[config.mk]
export PLATFORM = sky130hd
export DESIGN_NAME = pipe_hazard_ctrl
export DESIGN_NICKNAME = d
export VERILOG_FILES = /design/src/rtl/pipe_hazard_ctrl.sv
export SDC_FILE = /design/constraint.sdc
export NUM_CORES = 1
export LEC_CHECK = 0
export ABC_AREA = 0
export CORE_MARGIN = 2
export CORE_UTILIZATION = 25
export DETAILED_ROUTE_END_ITERATION = 8
export PLACE_DENSITY = 0.88
export SYNTH_ARGS = -nofsm -noshare
export SYNTH_HDL_FRONTEND = slang
export SYNTH_SLANG_ARGS = --single-unit
[constraint.sdc]
create_clock -name vclk -period 1.5
set_clock_uncertainty 0.05 [all_clocks]
set_input_delay 0.3 -clock vclk [all_inputs]
set_output_delay 0.3 -clock vclk [all_outputs]
set_load 0.05 [all_outputs]
[src/rtl/pipe_hazard_ctrl.sv]
// Pipeline hazard controller: operand forwarding, load-use stall, branch flush and
// an optional multi-cycle MDU occupancy FSM built only when HAZARD_MDU_EN is defined.
module pipe_hazard_ctrl #(
  parameter int REG_ADDR_W = 5,
  parameter int MDU_LAT    = 4
) (
  input  logic                  clk,
  input  logic                  reset_n,
  input  logic [REG_ADDR_W-1:0] rs1_d,
  input  logic [REG_ADDR_W-1:0] rs2_d,
  input  logic [REG_ADDR_W-1:0] rs1_x,
  input  logic [REG_ADDR_W-1:0] rs2_x,
  input  logic [REG_ADDR_W-1:0] rd_x,
  input  logic [REG_ADDR_W-1:0] rs2_m,
  input  logic [REG_ADDR_W-1:0] rd_m,
  input  logic [REG_ADDR_W-1:0] rd_w,
  input  logic                  reg_write_m,
  input  logic                  reg_write_w,
  input  logic [1:0]            result_src_x,
  input  logic                  pc_src_x,
  input  logic                  mdu_start_x,
  output logic                  stall_f,
  output logic                  stall_d,
  output logic                  stall_x,
  output logic                  flush_d,
  output logic                  flush_x,
  output logic                  flush_m,
  output logic [1:0]            forward_a_x,
  output logic [1:0]            forward_b_x,
  output logic                  forward_m,
  output logic                  mdu_busy,
  output logic                  mdu_done
);

  localparam logic [REG_ADDR_W-1:0] REG_ZERO = {REG_ADDR_W{1'b0}};

  logic m_fwd_ok_s;
  logic w_fwd_ok_s;
  logic lw_stall_s;
  logic mdu_stall_s;

  assign m_fwd_ok_s = reg_write_m && (rd_m != REG_ZERO);
  assign w_fwd_ok_s = reg_write_w && (rd_w != REG_ZERO);

  // Operand forwarding into X (M wins over W) and store-data forwarding into M
  always_comb begin
    forward_a_x = 2'b00;
    forward_b_x = 2'b00;
    forward_m   = 1'b0;
    if (m_fwd_ok_s && (rs1_x == rd_m)) begin
      forward_a_x = 2'b10;
    end else if (w_fwd_ok_s && (rs1_x == rd_w)) begin
      forward_a_x = 2'b01;
    end else begin
      forward_a_x = 2'b00;
    end
    if (m_fwd_ok_s && (rs2_x == rd_m)) begin
      forward_b_x = 2'b10;
    end else if (w_fwd_ok_s && (rs2_x == rd_w)) begin
      forward_b_x = 2'b01;
    end else begin
      forward_b_x = 2'b00;
    end
    if (w_fwd_ok_s && (rs2_m == rd_w)) begin
      forward_m = 1'b1;
    end else begin
      forward_m = 1'b0;
    end
  end

  // Load in X whose destination is read by the instruction in D
  always_comb begin
    lw_stall_s = 1'b0;
    if ((result_src_x == 2'b01) && (rd_x != REG_ZERO) &&
        ((rd_x == rs1_d) || (rd_x == rs2_d))) begin
      lw_stall_s = 1'b1;
    end else begin
      lw_stall_s = 1'b0;
    end
  end

`ifdef HAZARD_MDU_EN
  typedef enum logic [1:0] {
    IDLE = 2'b00,
    BUSY = 2'b01,
    DONE = 2'b10
  } mdu_state_e;

  // MDU_LAT==2 never loads the counter, so a 1-bit counter suffices there
  localparam int               CNT_W    = (MDU_LAT > 2) ? $clog2(MDU_LAT) : 1;
  localparam logic [CNT_W-1:0] CNT_LOAD = CNT_W'((MDU_LAT > 2) ? (MDU_LAT - 3) : 0);
  localparam logic [CNT_W-1:0] CNT_ZERO = CNT_W'(0);
  localparam logic [CNT_W-1:0] CNT_ONE  = CNT_W'(1);

  mdu_state_e       state_r;
  mdu_state_e       state_nxt_s;
  logic [CNT_W-1:0] cnt_r;
  logic [CNT_W-1:0] cnt_nxt_s;
  logic             mdu_go_s;
  logic             mdu_busy_s;
  logic             mdu_done_s;

  // A taken branch flushes the op in X, so it must not launch the MDU
  assign mdu_go_s = mdu_start_x && !pc_src_x;

  // MDU state and down-counter registers
  always_ff @(posedge clk or negedge reset_n) begin
    if (!reset_n) begin
      state_r <= IDLE;
      cnt_r   <= CNT_ZERO;
    end else begin
      state_r <= state_nxt_s;
      cnt_r   <= cnt_nxt_s;
    end
  end

  // MDU next-state, counter update and status decode
  always_comb begin
    state_nxt_s = state_r;
    cnt_nxt_s   = cnt_r;
    mdu_stall_s = 1'b0;
    mdu_busy_s  = 1'b0;
    mdu_done_s  = 1'b0;
    case (state_r)
      IDLE: begin
        if (mdu_go_s) begin
          mdu_stall_s = 1'b1;
          mdu_busy_s  = 1'b1;
          if (MDU_LAT == 2) begin
            state_nxt_s = DONE;
            cnt_nxt_s   = CNT_ZERO;
          end else begin
            state_nxt_s = BUSY;
            cnt_nxt_s   = CNT_LOAD;
          end
        end else begin
          state_nxt_s = IDLE;
          cnt_nxt_s   = CNT_ZERO;
        end
      end
      BUSY: begin
        mdu_stall_s = 1'b1;
        mdu_busy_s  = 1'b1;
        if (cnt_r == CNT_ZERO) begin
          state_nxt_s = DONE;
        end else begin
          cnt_nxt_s = cnt_r - CNT_ONE;
        end
      end
      DONE: begin
        // Start is ignored here so the op still sitting in X cannot relaunch
        mdu_done_s  = 1'b1;
        state_nxt_s = IDLE;
        cnt_nxt_s   = CNT_ZERO;
      end
      default: begin
        state_nxt_s = IDLE;
        cnt_nxt_s   = CNT_ZERO;
      end
    endcase
  end

  assign mdu_busy = reset_n && mdu_busy_s;
  assign mdu_done = reset_n && mdu_done_s;
`else
  logic unused_mdu_s;

  assign unused_mdu_s = ^{clk, reset_n, mdu_start_x};
  assign mdu_stall_s  = 1'b0;
  assign mdu_busy     = 1'b0;
  assign mdu_done     = 1'b0;
`endif

  assign stall_f = lw_stall_s || mdu_stall_s;
  assign stall_d = lw_stall_s || mdu_stall_s;
  assign stall_x = mdu_stall_s;
  assign flush_m = mdu_stall_s;
  assign flush_d = pc_src_x;
  assign flush_x = pc_src_x || (lw_stall_s && !mdu_stall_s);

endmodule
==> impl_table.tex <==
\begin{tabular}{lr}
\hline
Metric & Value \\
\hline
\multicolumn{2}{l}{\textbf{STA}} \\
\quad Period utilization & 138\% \\
\quad Maximum frequency from static timing analysis & 0.482 GHz \\
\quad Setup tns final & -3.24 ns \\
\quad Minimum period implied by the final worst setup slack & 2.07 ns \\
\quad Final max-slew violation count & 0 \\
\quad Final setup margin & -0.575 ns \\
\quad Final setup vio count & 8 \\
\quad Unrepaired setup endpoints after global routing & yes \\
\quad Hold Fails Final Rpt & 0 \\
\multicolumn{2}{l}{\textbf{Routing}} \\
\quad Detailed-route wire length per cell & 16.3 um \\
\quad Number of design-rule violations left by the first detailed-router iteration & 5 \\
\quad Router iterations before antenna repair & 4 \\
\quad Total detailed-routing wirelength & 2840 um \\
\quad Post-route antenna net violation count & 0 \\
\quad Via count of the routed design & 801 \\
\quad Vias per cell & 4.60 \\
\quad Total DRC errors in the routed layout & 0 \\
\multicolumn{2}{l}{\textbf{Floorplan}} \\
\quad Initial core utilization & 26.3\% \\
\quad CORE AREA & 1960 um2 \\
\quad Number of cell rows & 16 \\
\quad Width of the die & 49.5 um \\
\quad Number of top-level pins & 61 \\
\quad Die Height & 49.5 um \\
\quad Area of the die & 2450 um2 \\
\multicolumn{2}{l}{\textbf{Critical path}} \\
\quad Category of the critical setup timing path & in -> out \\
\quad Worst Setup End Kind & primary output \\
\quad Critical Path Fanout Max & 3 \\
\quad CP Launch Point & rd\_w[3] \\
\quad Type of element launching the critical path & input port \\
\quad Required time at the endpoint of the critical path & 1.15 ns \\
\quad Data arrival at the endpoint of the critical path & 1.72 ns \\
\multicolumn{2}{l}{\textbf{Worst hold path}} \\
\quad Class of the tightest hold or removal check & in -> out \\
\quad HP Start & rd\_x[0] \\
\multicolumn{2}{l}{\textbf{GRT}} \\
\quad Global-route wire length before repair & 4350 um \\
\quad Initial antenna violation count & 0 \\
\quad Peak-usage layer in the global routing report & met2 \\
\quad Met1 Usage GRT & 24.5\% \\
\quad Global-route congestion overflow total & 0 \\
\quad Via count of the first global-routing pass & 884 \\
\quad Met3 Use GR & 3.94\% \\
\quad Aggregate global-route resource usage & 23.1\% \\
\quad M2 GR Usage & 46.8\% \\
\quad Maximum number of pins on one net before global-route repair & 5 \\
\multicolumn{2}{l}{\textbf{Run}} \\
\quad Max-cap violation count & 0 \\
\multicolumn{2}{l}{\textbf{Power and ir drop}} \\
\quad Comb pwr share & 100.0\% \\
\quad Proportion of power drawn by flip-flops and latches & 0\% \\
\quad Switching component of the power & 0.218 mW \\
\quad Power per standard cell area & 291 nW/um2 \\
\quad Clock network fraction of design power & 0\% \\
\quad Leakage dissipation & 0.695 nW \\
\quad Total Power Consumption & 0.462 mW \\
\quad Cell Int Power & 0.243 mW \\
\quad Switching part of the total power & 47.3\% \\
\quad Peak supply drop & 168 uV \\
\multicolumn{2}{l}{\textbf{Synth}} \\
\quad Basic-gate share of the synthesized area counting and, or, nand and nor cells & 24.0\% \\
\quad Top cells by instance count after synthesis & sky130\_fd\_sc\_hd\_\_xor2\_1 (26), sky130\_fd\_sc\_hd\_\_xnor2\_1 (9), sky130\_fd\_sc\_hd\_\_buf\_4 (6) \\
\quad Dominant cell by count in the synthesized netlist & sky130\_fd\_sc\_hd\_\_xor2\_1 \\
\quad Instance count of the mapped netlist & 67 \\
\quad Mux cell area share after synthesis & 0\% \\
\quad Synth Area in Adders & 0\% \\
\quad Dominant combinational cell family by area after synthesis & XOR/XNOR gates \\
\quad Parity-gate share of the synthesized area counting xor and xnor cells & 59.3\% \\
\quad Share of the synthesized area in the top cell type & 44.1\% \\
\quad Synth area leaders & sky130\_fd\_sc\_hd\_\_xor2\_1 (44\%), sky130\_fd\_sc\_hd\_\_xnor2\_1 (15\%), sky130\_fd\_sc\_hd\_\_buf\_4 (8.7\%), sky130\_fd\_sc\_hd\_\_or4\_1 (7.3\%), sky130\_fd\_sc\_hd\_\_nor4\_1 (4.8\%) \\
\quad Largest area contributor in the synthesized netlist & sky130\_fd\_sc\_hd\_\_xor2\_1 \\
\quad Number of warnings reported in the yosys synthesis log & 0 \\
\quad Sequential cell area fraction in the yosys report & 0\% \\
\quad Mean post-synth cell area & 7.71 um2 \\
\quad Netlist area before placement & 517 um2 \\
\quad Distinct cell type count of the synthesized netlist & 15 \\
\quad Compound-gate portion of the synthesized area & 5.81\% \\
\multicolumn{2}{l}{\textbf{Finish}} \\
\quad Post-layout net count & 197 \\
\quad Area overhead of the layout relative to synthesis & 208\% \\
\quad Total area of sequential cells & 0 um2 \\
\quad Share of layout cells above drive strength 1 & 66.0\% \\
\quad Number of clock buffer instances in the layout & 0 \\
\quad Filler cell count in the final layout & 107 \\
\quad Final sequential cell count & 0 \\
\quad Ant. Diodes & 0 \\
\quad Fin cells & 174 \\
\multicolumn{2}{l}{\textbf{Clocking}} \\
\quad Number of hold buffers added after CTS & 0 \\
\multicolumn{2}{l}{\textbf{Placement}} \\
\quad Post-Place Setup Slack & -0.968 ns \\
\quad Routability cong. & 0.806 \\
\quad Inst Count DP & 166 \\
\quad Number of I/O port buffers & 54 \\
\quad Post-DP HPWL & 2010 um \\
\multicolumn{2}{l}{\textbf{Status}} \\
\quad Violated checks & setup timing \\
\quad Status & finished, violations left \\
\hline
\end{tabular}
metal layers:
metal / share of wire (%) / vias to the layer above
met3: 7.2 / 6
met2: 55 / 46
met5: 0 / -
met4: 2.7 / 0
li1: - / 380
met1: 35 / 369
worst max-delay path, cell delays in order:
cell and delay [ns]:
sky130_fd_sc_hd__buf_6 0.09, sky130_fd_sc_hd__buf_6 0.11, sky130_fd_sc_hd__xor2_2 0.13, sky130_fd_sc_hd__or4_4 0.55, sky130_fd_sc_hd__nor4_4 0.36, sky130_fd_sc_hd__buf_12 0.18
cell usage in the layout (no fill, tap or decap):
cell,synthesis,routed
sky130_fd_sc_hd__a22oi_2,0,1
sky130_fd_sc_hd__buf_12,0,8
sky130_fd_sc_hd__buf_2,0,13
sky130_fd_sc_hd__buf_4,6,19
sky130_fd_sc_hd__buf_6,0,22
sky130_fd_sc_hd__buf_8,0,2
sky130_fd_sc_hd__clkbuf_2,0,1
sky130_fd_sc_hd__clkdlybuf4s15_1,0,3
sky130_fd_sc_hd__clkdlybuf4s15_2,0,1
sky130_fd_sc_hd__clkdlybuf4s50_1,0,7
sky130_fd_sc_hd__conb_1,1,4
sky130_fd_sc_hd__dlygate4sd2_1,0,7
sky130_fd_sc_hd__inv_1,2,2
sky130_fd_sc_hd__nand3_1,3,1
sky130_fd_sc_hd__nand3_2,0,2
sky130_fd_sc_hd__nor2_1,3,2
sky130_fd_sc_hd__nor2_4,0,1
sky130_fd_sc_hd__nor3_2,0,2
sky130_fd_sc_hd__nor4_4,0,6
sky130_fd_sc_hd__o21ai_4,0,2
sky130_fd_sc_hd__o41ai_4,0,1
sky130_fd_sc_hd__or4_4,0,5
sky130_fd_sc_hd__xnor2_1,9,3
sky130_fd_sc_hd__xnor2_2,0,6
sky130_fd_sc_hd__xor2_1,26,21
sky130_fd_sc_hd__xor2_2,0,5
power groups by stage:
stage	clock (mW)	combinational (mW)	sequential, mW
final	0	0.462	0
after global routing	0	0.488	0
after CTS	0	0.433	0
after detailed placement	0	0.419	0
after global placement	0	0.408	0
after floorplan	0	0.189	0
metrics by stage:
step | area [um2] | utilization (%) | hold WS, ns
6_report | 1590 | 81.0 | 1.07
5_1_grt | 1590 | 81.0 | 1.09
3_3_place_gp | 1450 | 74.1 | 1.25
2_1_floorplan | 693 | - | 0.619
4_1_cts | 1540 | 78.3 | 1.08
3_5_place_dp | 1450 | 74.1 | 1.26
logic make-up (layout without fill, tap and decap cells):
| kind of cell | Yosys count | in the layout |
|---|---|---|
| AO/OA/AOI/OAI | 4 | 4 |
| XOR/XNOR | 35 | 35 |
| buffers and inverters | 8 | 85 |
| other | 1 | 4 |
| AND/OR/NAND/NOR | 19 | 19 |
final cells by class:
cell class,instances,area [um2],area share [%]
Multi-Input combinational cell,62,724,45.6
Tap cell,27,33.8,2.13
Timing Repair Buffer,83,823,51.8
Inverter,2,7.51,0.472
final timing paths:
path                  depth (start not counted)        endpoint
worst max-delay path                          6  forward_a_x[0]
worst min-delay path                          4         flush_x
timing repair:
| item | 4_1_cts | 5_1_grt |
|---|---|---|
| pin swaps | 38 | 14 |
| setup endpoints to repair | 8 | 8 |
| resized for setup | 150 | 17 |
| buffers inserted | 6 | 5 |
Power figures use the tool's default switching activity.
